[src/rtl/ntt_butterfly_combine_if.sv]
// ---------------------------------------------------------------------------
// ntt_butterfly_combine_if
// Bus bundle for the NTT butterfly combine stage.
//   issue_valid / issue_a : butterfly issued, upper operand a
//   prod_valid  / prod    : modular product w*b mod q from the multiplier
//   out_valid / out_x / out_y : combined butterfly result
// Modports:
//   master : issuer/multiplier side (drives issue/prod, observes results)
//   slave  : the combine block (consumes issue/prod, drives results)
// ---------------------------------------------------------------------------
interface ntt_butterfly_combine_if #(
    parameter int DATA_WIDTH = 12
) ();
    logic                  issue_valid;
    logic [DATA_WIDTH-1:0] issue_a;
    logic                  prod_valid;
    logic [DATA_WIDTH-1:0] prod;
    logic                  out_valid;
    logic [DATA_WIDTH-1:0] out_x;
    logic [DATA_WIDTH-1:0] out_y;

    modport master (
        output issue_valid, issue_a, prod_valid, prod,
        input  out_valid, out_x, out_y
    );

    modport slave (
        input  issue_valid, issue_a, prod_valid, prod,
        output out_valid, out_x, out_y
    );
endinterface

[src/rtl/ntt_butterfly_combine.sv]
// ---------------------------------------------------------------------------
// ntt_butterfly_combine
// Holds the upper butterfly operand a in a FIFO while the lower operand goes
// through a pipelined modular multiplier, then pairs each returning product
// (in issue order) with the oldest held a and produces
//   out_x = (a + prod) mod q,  out_y = (a - prod) mod q
// one cycle after the product arrives.
// Ports:
//   clk, rst_n    : clock, asynchronous active-low reset
//   enable        : global advance (no push/pop, no output when low)
//   clear         : synchronous flush of FIFO and sticky error flags
//   bus (slave)   : issue_*, prod_*, out_* handshake/data signals
//   fifo_count    : number of held operands
//   overflow_err  : sticky, an issue was dropped because the FIFO was full
//   underflow_err : sticky, a product arrived with nothing held
// DEPTH must be a power of two (pointers wrap naturally) and at least 2.
// ---------------------------------------------------------------------------
module ntt_butterfly_combine #(
    parameter int DATA_WIDTH = 12,
    parameter int MODULUS    = 3329,
    parameter int DEPTH      = 8
) (
    input  logic                     clk,
    input  logic                     rst_n,
    input  logic                     enable,
    input  logic                     clear,
    ntt_butterfly_combine_if.slave   bus,
    output logic [$clog2(DEPTH):0]   fifo_count,
    output logic                     overflow_err,
    output logic                     underflow_err
);
    localparam int PTR_W = $clog2(DEPTH);
    localparam int CNT_W = PTR_W + 1;
    localparam logic [DATA_WIDTH:0] MOD_L   = (DATA_WIDTH + 1)'(MODULUS);
    localparam logic [CNT_W-1:0]    DEPTH_L = CNT_W'(DEPTH);

    // (a + b) mod q for a, b < q, using one conditional subtract
    function automatic logic [DATA_WIDTH-1:0] mod_add(
        input logic [DATA_WIDTH-1:0] a,
        input logic [DATA_WIDTH-1:0] b
    );
        logic [DATA_WIDTH:0] s;
        s = {1'b0, a} + {1'b0, b};
        if (s >= MOD_L) begin
            return DATA_WIDTH'(s - MOD_L);
        end else begin
            return DATA_WIDTH'(s);
        end
    endfunction

    // (a - b) mod q for a, b < q; the +q path stays positive at DATA_WIDTH+1 bits
    function automatic logic [DATA_WIDTH-1:0] mod_sub(
        input logic [DATA_WIDTH-1:0] a,
        input logic [DATA_WIDTH-1:0] b
    );
        if (a >= b) begin
            return DATA_WIDTH'({1'b0, a} - {1'b0, b});
        end else begin
            return DATA_WIDTH'({1'b0, a} + MOD_L - {1'b0, b});
        end
    endfunction

    logic [DATA_WIDTH-1:0] fifo_mem [DEPTH];

    logic [PTR_W-1:0]      wr_ptr_q, wr_ptr_d;
    logic [PTR_W-1:0]      rd_ptr_q, rd_ptr_d;
    logic [CNT_W-1:0]      count_q, count_d;
    logic                  out_valid_q, out_valid_d;
    logic [DATA_WIDTH-1:0] out_x_q, out_x_d;
    logic [DATA_WIDTH-1:0] out_y_q, out_y_d;
    logic                  ovf_q, ovf_d;
    logic                  unf_q, unf_d;

    logic                  active_s;
    logic                  pop_s;
    logic                  push_s;
    logic [DATA_WIDTH-1:0] head_a_s;

    // Push/pop decisions, error detection and next-state computation
    always_comb begin
        active_s = enable && !clear;
        // Pop decision uses the count before any same-cycle push, so the
        // entry written this cycle can never be the one read.
        pop_s    = active_s && bus.prod_valid && (count_q != {CNT_W{1'b0}});
        push_s   = active_s && bus.issue_valid && ((count_q < DEPTH_L) || pop_s);
        head_a_s = fifo_mem[rd_ptr_q];

        wr_ptr_d    = wr_ptr_q;
        rd_ptr_d    = rd_ptr_q;
        count_d     = count_q;
        out_valid_d = pop_s;
        out_x_d     = out_x_q;
        out_y_d     = out_y_q;
        ovf_d       = ovf_q;
        unf_d       = unf_q;

        if (clear) begin
            wr_ptr_d = {PTR_W{1'b0}};
            rd_ptr_d = {PTR_W{1'b0}};
            count_d  = {CNT_W{1'b0}};
            ovf_d    = 1'b0;
            unf_d    = 1'b0;
        end else begin
            if (push_s) begin
                wr_ptr_d = wr_ptr_q + PTR_W'(1);
            end else begin
                wr_ptr_d = wr_ptr_q;
            end
            if (pop_s) begin
                rd_ptr_d = rd_ptr_q + PTR_W'(1);
                out_x_d  = mod_add(head_a_s, bus.prod);
                out_y_d  = mod_sub(head_a_s, bus.prod);
            end else begin
                rd_ptr_d = rd_ptr_q;
            end
            if (push_s && !pop_s) begin
                count_d = count_q + CNT_W'(1);
            end else if (pop_s && !push_s) begin
                count_d = count_q - CNT_W'(1);
            end else begin
                count_d = count_q;
            end
            if (active_s && bus.issue_valid && !push_s) begin
                ovf_d = 1'b1;
            end else begin
                ovf_d = ovf_q;
            end
            if (active_s && bus.prod_valid && (count_q == {CNT_W{1'b0}})) begin
                unf_d = 1'b1;
            end else begin
                unf_d = unf_q;
            end
        end
    end

    // Control/output state registers with asynchronous reset
    always_ff @(posedge clk or negedge rst_n) begin
        if (!rst_n) begin
            wr_ptr_q    <= {PTR_W{1'b0}};
            rd_ptr_q    <= {PTR_W{1'b0}};
            count_q     <= {CNT_W{1'b0}};
            out_valid_q <= 1'b0;
            out_x_q     <= {DATA_WIDTH{1'b0}};
            out_y_q     <= {DATA_WIDTH{1'b0}};
            ovf_q       <= 1'b0;
            unf_q       <= 1'b0;
        end else begin
            wr_ptr_q    <= wr_ptr_d;
            rd_ptr_q    <= rd_ptr_d;
            count_q     <= count_d;
            out_valid_q <= out_valid_d;
            out_x_q     <= out_x_d;
            out_y_q     <= out_y_d;
            ovf_q       <= ovf_d;
            unf_q       <= unf_d;
        end
    end

    // Operand storage; contents are don't-care until written, so no reset
    always_ff @(posedge clk) begin
        if (push_s) begin
            fifo_mem[wr_ptr_q] <= bus.issue_a;
        end
    end

    assign bus.out_valid  = out_valid_q;
    assign bus.out_x      = out_x_q;
    assign bus.out_y      = out_y_q;
    assign fifo_count     = count_q;
    assign overflow_err   = ovf_q;
    assign underflow_err  = unf_q;
endmodule
[src/flat_wrapper.sv]
// flat-port wrapper written by rule: the top's interface ports become plain ports
module ntt_butterfly_combine_flat 
#(
    parameter int DATA_WIDTH = 12,
    parameter int MODULUS    = 3329,
    parameter int DEPTH      = 8
)
  (clk, rst_n, enable, clear, fifo_count, overflow_err, underflow_err, bus_issue_valid, bus_issue_a, bus_prod_valid, bus_prod, bus_out_valid, bus_out_x, bus_out_y);
  ntt_butterfly_combine_if #(.DATA_WIDTH(DATA_WIDTH)) bus_i ();
  input  logic clk;
  input  logic rst_n;
  input  logic enable;
  input  logic clear;
  output logic [$clog2(DEPTH):0] fifo_count;
  output logic overflow_err;
  output logic underflow_err;
  input wire logic [$bits(bus_i.issue_valid)-1:0] bus_issue_valid;
  input wire logic [$bits(bus_i.issue_a)-1:0] bus_issue_a;
  input wire logic [$bits(bus_i.prod_valid)-1:0] bus_prod_valid;
  input wire logic [$bits(bus_i.prod)-1:0] bus_prod;
  output wire logic [$bits(bus_i.out_valid)-1:0] bus_out_valid;
  output wire logic [$bits(bus_i.out_x)-1:0] bus_out_x;
  output wire logic [$bits(bus_i.out_y)-1:0] bus_out_y;
  assign bus_i.issue_valid = bus_issue_valid;
  assign bus_i.issue_a = bus_issue_a;
  assign bus_i.prod_valid = bus_prod_valid;
  assign bus_i.prod = bus_prod;
  assign bus_out_valid = bus_i.out_valid;
  assign bus_out_x = bus_i.out_x;
  assign bus_out_y = bus_i.out_y;
  ntt_butterfly_combine #(.DATA_WIDTH(DATA_WIDTH), .MODULUS(MODULUS), .DEPTH(DEPTH)) u_core (.clk(clk), .rst_n(rst_n), .enable(enable), .clear(clear), .bus(bus_i), .fifo_count(fifo_count), .overflow_err(overflow_err), .underflow_err(underflow_err));
endmodule
[config.mk]
export PLATFORM = sky130hd
export DESIGN_NAME = ntt_butterfly_combine_flat
export DESIGN_NICKNAME = d
export VERILOG_FILES = /design/src/rtl/ntt_butterfly_combine_if.sv /design/src/rtl/ntt_butterfly_combine.sv /design/src/flat_wrapper.sv
export SDC_FILE = /design/constraint.sdc
export NUM_CORES = 1
export LEC_CHECK = 0
export ABC_CLOCK_PERIOD_IN_PS = 4400
export CORE_ASPECT_RATIO = 0.7
export CORE_UTILIZATION = 25
export CTS_CLUSTER_SIZE = 28
export DETAILED_ROUTE_END_ITERATION = 10
export HOLD_SLACK_MARGIN = 0.15
export PLACE_DENSITY = 0.52
export SLEW_MARGIN = 5
export SYNTH_ARGS = -nofsm -noshare
export SYNTH_HDL_FRONTEND = slang
export SYNTH_SLANG_ARGS = --single-unit
[constraint.sdc]
create_clock -name clk -period 4.4 [get_ports clk]
set_input_delay 0.88 -clock clk [delete_from_list [all_inputs] [get_ports clk]]
set_output_delay 0.88 -clock clk [all_outputs]
set_load 0.02 [all_outputs]
==> results of run 1 <==
-- repair_timing --
item | in CTS | in global routing
hold buffers | 0 | 0
endpoints found under the setup margin | 0 | 13
buffers inserted | 0 | 0
gates resized for setup | 0 | 3
-- cell families after synthesis --
kind of cell / count (synthesis) / synth area share
fa+ha+maj: 55 / 0.103
compound gates: 110 / 0.103
simple gates: 161 / 0.104
mux: 49 / 0.107
flops: 133 / 0.507
xor+xnor: 33 / 0.0395
buf+inv: 65 / 0.0370
-- cell type report --
class / instances / area, um^2
clock buffers: 18 / 429
clock inverters: 14 / 103
flip-flops and latches: 133 / 3810
well taps: 378 / 473
fillers: 2879 / 19800
repair buffers: 103 / 968
inverters: 40 / 150
multi-input cells: 408 / 3430
-- power groups by stage --
stage,Combinational [mW],Sequential [mW],Clock (mW)
after floorplan,0.613,1.71,0
after detailed placement,1.28,1.58,0
after global placement,1.28,1.58,0
after CTS,1.28,1.55,1.33
final,1.28,1.55,1.30
after global routing,1.40,1.57,1.37
-- per-stage QoR --
step | instances | power (mW)
after floorplan | 606 | 2.32
after global placement | 1062 | 2.85
after detailed placement | 1062 | 2.86
after CTS | 1094 | 4.16
after global routing | 1094 | 4.35
final | 1094 | 4.12
-- metal layers --
metal | routed length, um | share of wire
met2 | 7780 | 0.42
met1 | 10100 | 0.54
met5 | 0 | 0
met4 | 110 | 0.0059
met3 | 716 | 0.038
-- synthesized netlist by cell type, types with 3 or more instances --
cell type  count
a211oi_1       4
a21o_1         4
a21oi_1       25
a221oi_1       3
a31oi_1       10
buf_2          3
buf_6          3
clkbuf_1      15
dfrtp_1       37
edfxtp_1      96
fa_1          11
ha_1          44
inv_1         39
mux2_2         7
mux2i_1       18
mux4_2        24
nand2_1       47
nand2b_1      10
nand3_1       17
nand3b_1       3
nor2_1        40
nor2b_1        7
nor3_1        12
nor4_1        10
o211a_1        3
o211ai_1       6
o21ai_0       22
o21bai_1       5
o31ai_1        4
or3_1          3
xnor2_1       20
xor2_1        12
-- registers in the layout, indices dropped and copies added, names as in the netlist --
name                  cells
u_core.fifo_mem          96
u_core.bus.out_x         12
u_core.overflow_err       1
u_core.wr_ptr_q           3
u_core.fifo_count         4
u_core.bus.out_valid      1
u_core.underflow_err      1
u_core.rd_ptr_q           3
u_core.bus.out_y         12
-- worst max-delay path: cells and delay by family, from the launching register on --
family,cells,cell delay (ns)
flops,1,0.46
compound gates,6,1.15
simple gates,2,0.25
fa+ha+maj,2,0.88
mux,2,0.81
buf+inv,3,0.43
-- final timing paths --
check,endpoint,startpoint,cells after the start,slack [ns]
worst max-delay path,u_core.bus.out_y[11]$_DFFE_PN0P_,u_core.rd_ptr_q[0]$_DFFE_PN0P_,15,0.28
min in group asynchronous,u_core.bus.out_y[1]$_DFFE_PN0P_,rst_n,1,0.60
max in group asynchronous,u_core.rd_ptr_q[0]$_DFFE_PN0P_,rst_n,1,3.14
worst min register to register,u_core.bus.out_x[3]$_DFFE_PN0P_,u_core.bus.out_x[3]$_DFFE_PN0P_,2,0.48
worst min-delay path,u_core.bus.out_x[3]$_DFFE_PN0P_,u_core.bus.out_x[3]$_DFFE_PN0P_,2,0.48
worst max register to register,u_core.bus.out_y[11]$_DFFE_PN0P_,u_core.rd_ptr_q[0]$_DFFE_PN0P_,15,0.28
==> run metrics, run 1 <==
outcome complete, no violations; DRT Pass-1 Iters 5; IO Count 61; Clk pwr share 0.315; clock sinks 133; max frequency 242 MHz; IO buf count 60; final hold violation count 0; nets@finish 788; yosys warns 0; Sw Pwr 1.34 mW; vias in the first global route 5008; TritonCTS Buffers 17; Synth Net Count 691; Pwr Density 440 mW/mm^2; post-synthesis register bit count 133; Final Max Tran Viols 0; worst setup margin 0.276 ns; post-synth top area cell edfxtp_1; Chip Height 147 um; number of antenna violations at the first check in global routing 0; met2 Usage GRT 0.175; RSZ-0062 raised after global routing false; HP Class flop to flop; Flop pwr share 0.375; first-pass GRT wire length 29.5 mm; antenna-violating nets left 0; Core Util, Final 0.321; critical path's largest stage delay 0.50 ns; most frequent CP cell o21bai_1; drt initial violations 296; fraction of registers with async set/reset 0.278; die area 0.0307 mm^2; Root Buffer clkbuf_16; Final Setup Violations 0; # diodes 0; switch share 0.326; worst skew pair latency 0.42 ns; final WL 18.7 mm; EDFF count, synth 96; crit path DAT 4.41 ns; CTS tree done; met3 Resource Use GR 0.0314; Period minus WS final 4.12 ns; via count 5075; Startpoint Class flop; syn_area_per_cell 12.4 um^2; Post-DP Area 0.00883 mm^2; die width 209 um; total leakage power 3.53 nW; DR DRC count 0; Clock Pin Slew Worst Setup and Hold Paths 0.06 ns; Top FF cell, synth edfxtp_1; Core Area 0.0292 mm^2; row count 52; final setup skew 0.0153 ns; Via density 4.64; Seq/Total Area, Yosys 0.507; dpl hpwl 13.6 mm; Worst path slowest cell mux4_2; fin area 0.00937 mm^2; fin crit share 0.937; Yosys cell types 65; hold_ws 0.475 ns; synth top area cells edfxtp_1 38%, dfrtp_1 12%, ha_1 7.3%; CP Class flop to flop; Clock Tree Buf Depth 2; Worst slew margin 0.369; GR Util met1 0.196; post-synth top area share 0.384; Cells after Synth 606; pre-CTS setup slack 0.129 ns; H-tree Lvls 4; layout cells sized above 1 0.163; total gr overflow 0; Placer Congestion 0.849; initial core utilization 0.257; WP data required 4.69 ns; Final TNS setup 0 ns; WL/cell 17.1 um; Logic pwr share 0.310; Max FO, Critical Path 10; commonest non-fill, non-tap cells in the layout 96 x edfxtp_1, 59 x clkdlybuf4s50_1, 47 x nand2_1; Top Usage Layer GRT met1; Int Pwr 2.78 mW; pin count of the biggest net entering global routing 48; Max VDD drop 0.233 mV; most common cell after layout, fill and taps aside edfxtp_1; worst-margin pin slew 0.946 ns; Post-Syn Area 0.00751 mm^2; synthesis-to-finish area growth 24.7%; endpoint class of the critical path flop; CP cell instances buf_12, mux4_2, mux2_2, ha_1, inv_1, fa_1, o21bai_1, a21oi_1, o21bai_1, a2111oi_1, buf_4, o211a_1, a211oi_1, or4_1, nand3_1; GRT Overall Usage 0.127; # Max-Cap Violations 0
No activity file was read; power rests on OpenSTA's default activity.
==> run 2: changes to the inputs <==
Settings changed: CELL_PAD_IN_SITES_DETAIL_PLACEMENT set to 0, CELL_PAD_IN_SITES_GLOBAL_PLACEMENT set to 2, PLACE_DENSITY 0.52 to 0.66, SLEW_MARGIN 5 to not set.
==> run metrics, run 2 (synthesized netlist as in run 1, its figures left out) <==
Pwr Density 447 mW/mm^2 (+1.6%); DR DRC count 0 (unchanged); switch share 0.326 (about the same); die width 209 um (unchanged); most common cell after layout, fill and taps aside edfxtp_1; Final Max Tran Viols 0 (unchanged); Top delay family on crit path simple AND/OR/NAND/NOR gates; Worst path slowest cell or4_1; # Max-Cap Violations 0 (unchanged); H-tree Lvls 4 (unchanged); final setup skew 0.0142 ns (-0.00111 ns); TritonCTS Buffers 17 (unchanged); Final Setup Violations 0 (unchanged); synthesis-to-finish area growth 25.0%; Chip Height 147 um (unchanged); number of antenna violations at the first check in global routing 0 (unchanged); Final TNS setup 0 ns (unchanged); IO Count 61 (unchanged); most frequent CP cell nor2_1; CTS tree done; Post-Route M1 WL 9.91 mm (-1.9%); Worst Path Buf+Inv 2 (-1); Max FO, Critical Path 13 (+3); initial core utilization 0.257 (unchanged); Via density 4.63 (-0.30%); Core Area 0.0292 mm^2 (unchanged); DRT Pass-1 Iters 5 (unchanged); Clk pwr share 0.326 (+0.011); clock sinks 133 (unchanged); critical path's largest stage delay 0.59 ns (+0.09 ns); Period minus WS final 4.09 ns (-0.0342 ns); # diodes 0 (unchanged); Clock Tree Buf Depth 2 (unchanged); Sw Pwr 1.37 mW (+1.8%); Flop pwr share 0.370 (-0.005); total leakage power 3.52 nW (-0.30%); Biggest register u_core.fifo_mem; Max VDD drop 0.201 mV (-14%); routed wl met3 707 um (-1.3%); worst skew pair latency 0.43 ns (about the same); drt initial violations 306 (+3.4%); Clock Pin Slew Worst Setup and Hold Paths 0.06 ns (about the same); first-pass GRT wire length 29.6 mm (+0.40%); max reg flops 96 (unchanged); RSZ-0062 raised after global routing true; CP Class flop to flop; Post-DP Area 0.00872 mm^2 (-1.2%); commonest non-fill, non-tap cells in the layout 96 x edfxtp_1, 59 x clkdlybuf4s50_1, 47 x nand2_1; vias in the first global route 5027 (+0.38%); IO buf count 60 (unchanged); final hold violation count 0 (unchanged); die area 0.0307 mm^2 (unchanged); layout cells sized above 1 0.176 (+0.0126); Root Buffer clkbuf_16; final WL 19.1 mm (+2.3%); endpoint class of the critical path flop; nets@finish 782 (-0.76%); GRT Overall Usage 0.129 (+0.00246); max frequency 245 MHz (+0.84%); HP Class flop to flop; Logic pwr share 0.303 (-0.007); dpl hpwl 14.0 mm (+3.5%); row count 52 (unchanged); Placer Congestion 0.843 (-0.71%); DR top layer met4; WP data required 4.72 ns (+0.03 ns); worst-margin pin slew 0.969 ns (+0.0229 ns); antenna-violating nets left 0 (unchanged); Startpoint Class flop; Worst slew margin 0.354 (-0.0153); reg2reg setup slack 0.31 ns (+0.03 ns); total gr overflow 0 (unchanged); fin crit share 0.929 (-0.00778); met2 WL 8.38 mm (+7.7%); fin area 0.00938 mm^2 (+0.16%); Int Pwr 2.83 mW (+1.7%); WL/cell 17.6 um (+2.9%); via count 5032 (-0.85%); outcome complete, no violations; CP cell instances buf_6, mux4_2, mux2_2, ha_1, buf_4, nor2_1, o2111ai_1, o311ai_4, nand3_4, or4_1, a21oi_1, nor2_1, o311ai_1; crit path DAT 4.41 ns (about the same); pin count of the biggest net entering global routing 41 (-15%)
## run 2: cell count changes in the layout (fill, tap and decap cells not counted), moves of 3 or more
cell | previous run | this run
buf_12 | 4 | 1
buf_4 | 39 | 35
clkinv_1 | 5 | 2
clkinv_4 | 4 | 1
inv_6 | 3 | 6
## run 2: final timing paths
kind | depth (start not counted) | end | start
worst max-delay path | 13 | u_core.bus.out_x[11]$_DFFE_PN0P_ | u_core.rd_ptr_q[0]$_DFFE_PN0P_
worst min-delay path | 2 | u_core.bus.out_x[3]$_DFFE_PN0P_ | u_core.bus.out_x[3]$_DFFE_PN0P_
worst max register to register | 13 | u_core.bus.out_x[11]$_DFFE_PN0P_ | u_core.rd_ptr_q[0]$_DFFE_PN0P_
worst min register to register | 2 | u_core.bus.out_x[3]$_DFFE_PN0P_ | u_core.bus.out_x[3]$_DFFE_PN0P_
max in group asynchronous | 1 | u_core.rd_ptr_q[0]$_DFFE_PN0P_ | rst_n
min in group asynchronous | 1 | u_core.bus.out_y[10]$_DFFE_PN0P_ | rst_n
## run 2: layout make-up
type	count	area, um^2
Multi-Input combinational cell	408	3500
Timing Repair Buffer	97	890
Tap cell	378	473
Clock buffer	19	433
Inverter	40	150
Fill cell	2887	19800
Clock inverter	13	120
Sequential cell	133	3810
## run 2: worst reg2reg max path, stage by stage, from the launching register on
cell       delay, ns
dfrtp_2         0.46
buf_6           0.24
mux4_2          0.52
mux2_2          0.33
ha_1            0.38
buf_4           0.20
nor2_1          0.16
o2111ai_1       0.23
o311ai_4        0.18
nand3_4         0.18
or4_1           0.59
a21oi_1         0.21
nor2_1          0.07
o311ai_1        0.24
## run 2: power groups by stage
stage / Clock (mW) / Sequential, mW / Combinational (mW)
3_5_place_dp: 0 / 1.58 / 1.25
2_1_floorplan: 0 / 1.71 / 0.613
4_1_cts: 1.41 / 1.56 / 1.26
3_3_place_gp: 0 / 1.58 / 1.24
5_1_grt: 1.45 / 1.58 / 1.39
6_report: 1.37 / 1.55 / 1.27
## run 2: timing repair
action	in CTS	in global routing
endpoints found under the setup margin	1	17
hold buffers	0	0
resized for setup	3	18
pin swaps	0	0
endpoints found under the hold margin	0	0
setup buffers	0	2
## run 2: metal layers
layer  global-route usage  up-vias
met5                    0        -
met4               0.0316        0
met3               0.0286        9
met2                0.191       92
met1                0.190     2500
li1                     -     2431
## run 2: through the flow
step / utilization / power [mW] / setup slack, ns / hold WS, ns / instances
finish: 0.321 / 4.20 / 0.310 / 0.474 / 1088
global route: 0.321 / 4.42 / -0.0346 / 0.520 / 1088
CTS: 0.318 / 4.23 / 0.0567 / 0.480 / 1086
detailed placement: 0.299 / 2.83 / -0.173 / 0.467 / 1054
global placement: 0.299 / 2.82 / -0.0479 / 0.465 / 1054
floorplan: - / 2.32 / 0.0136 / 0.542 / 606
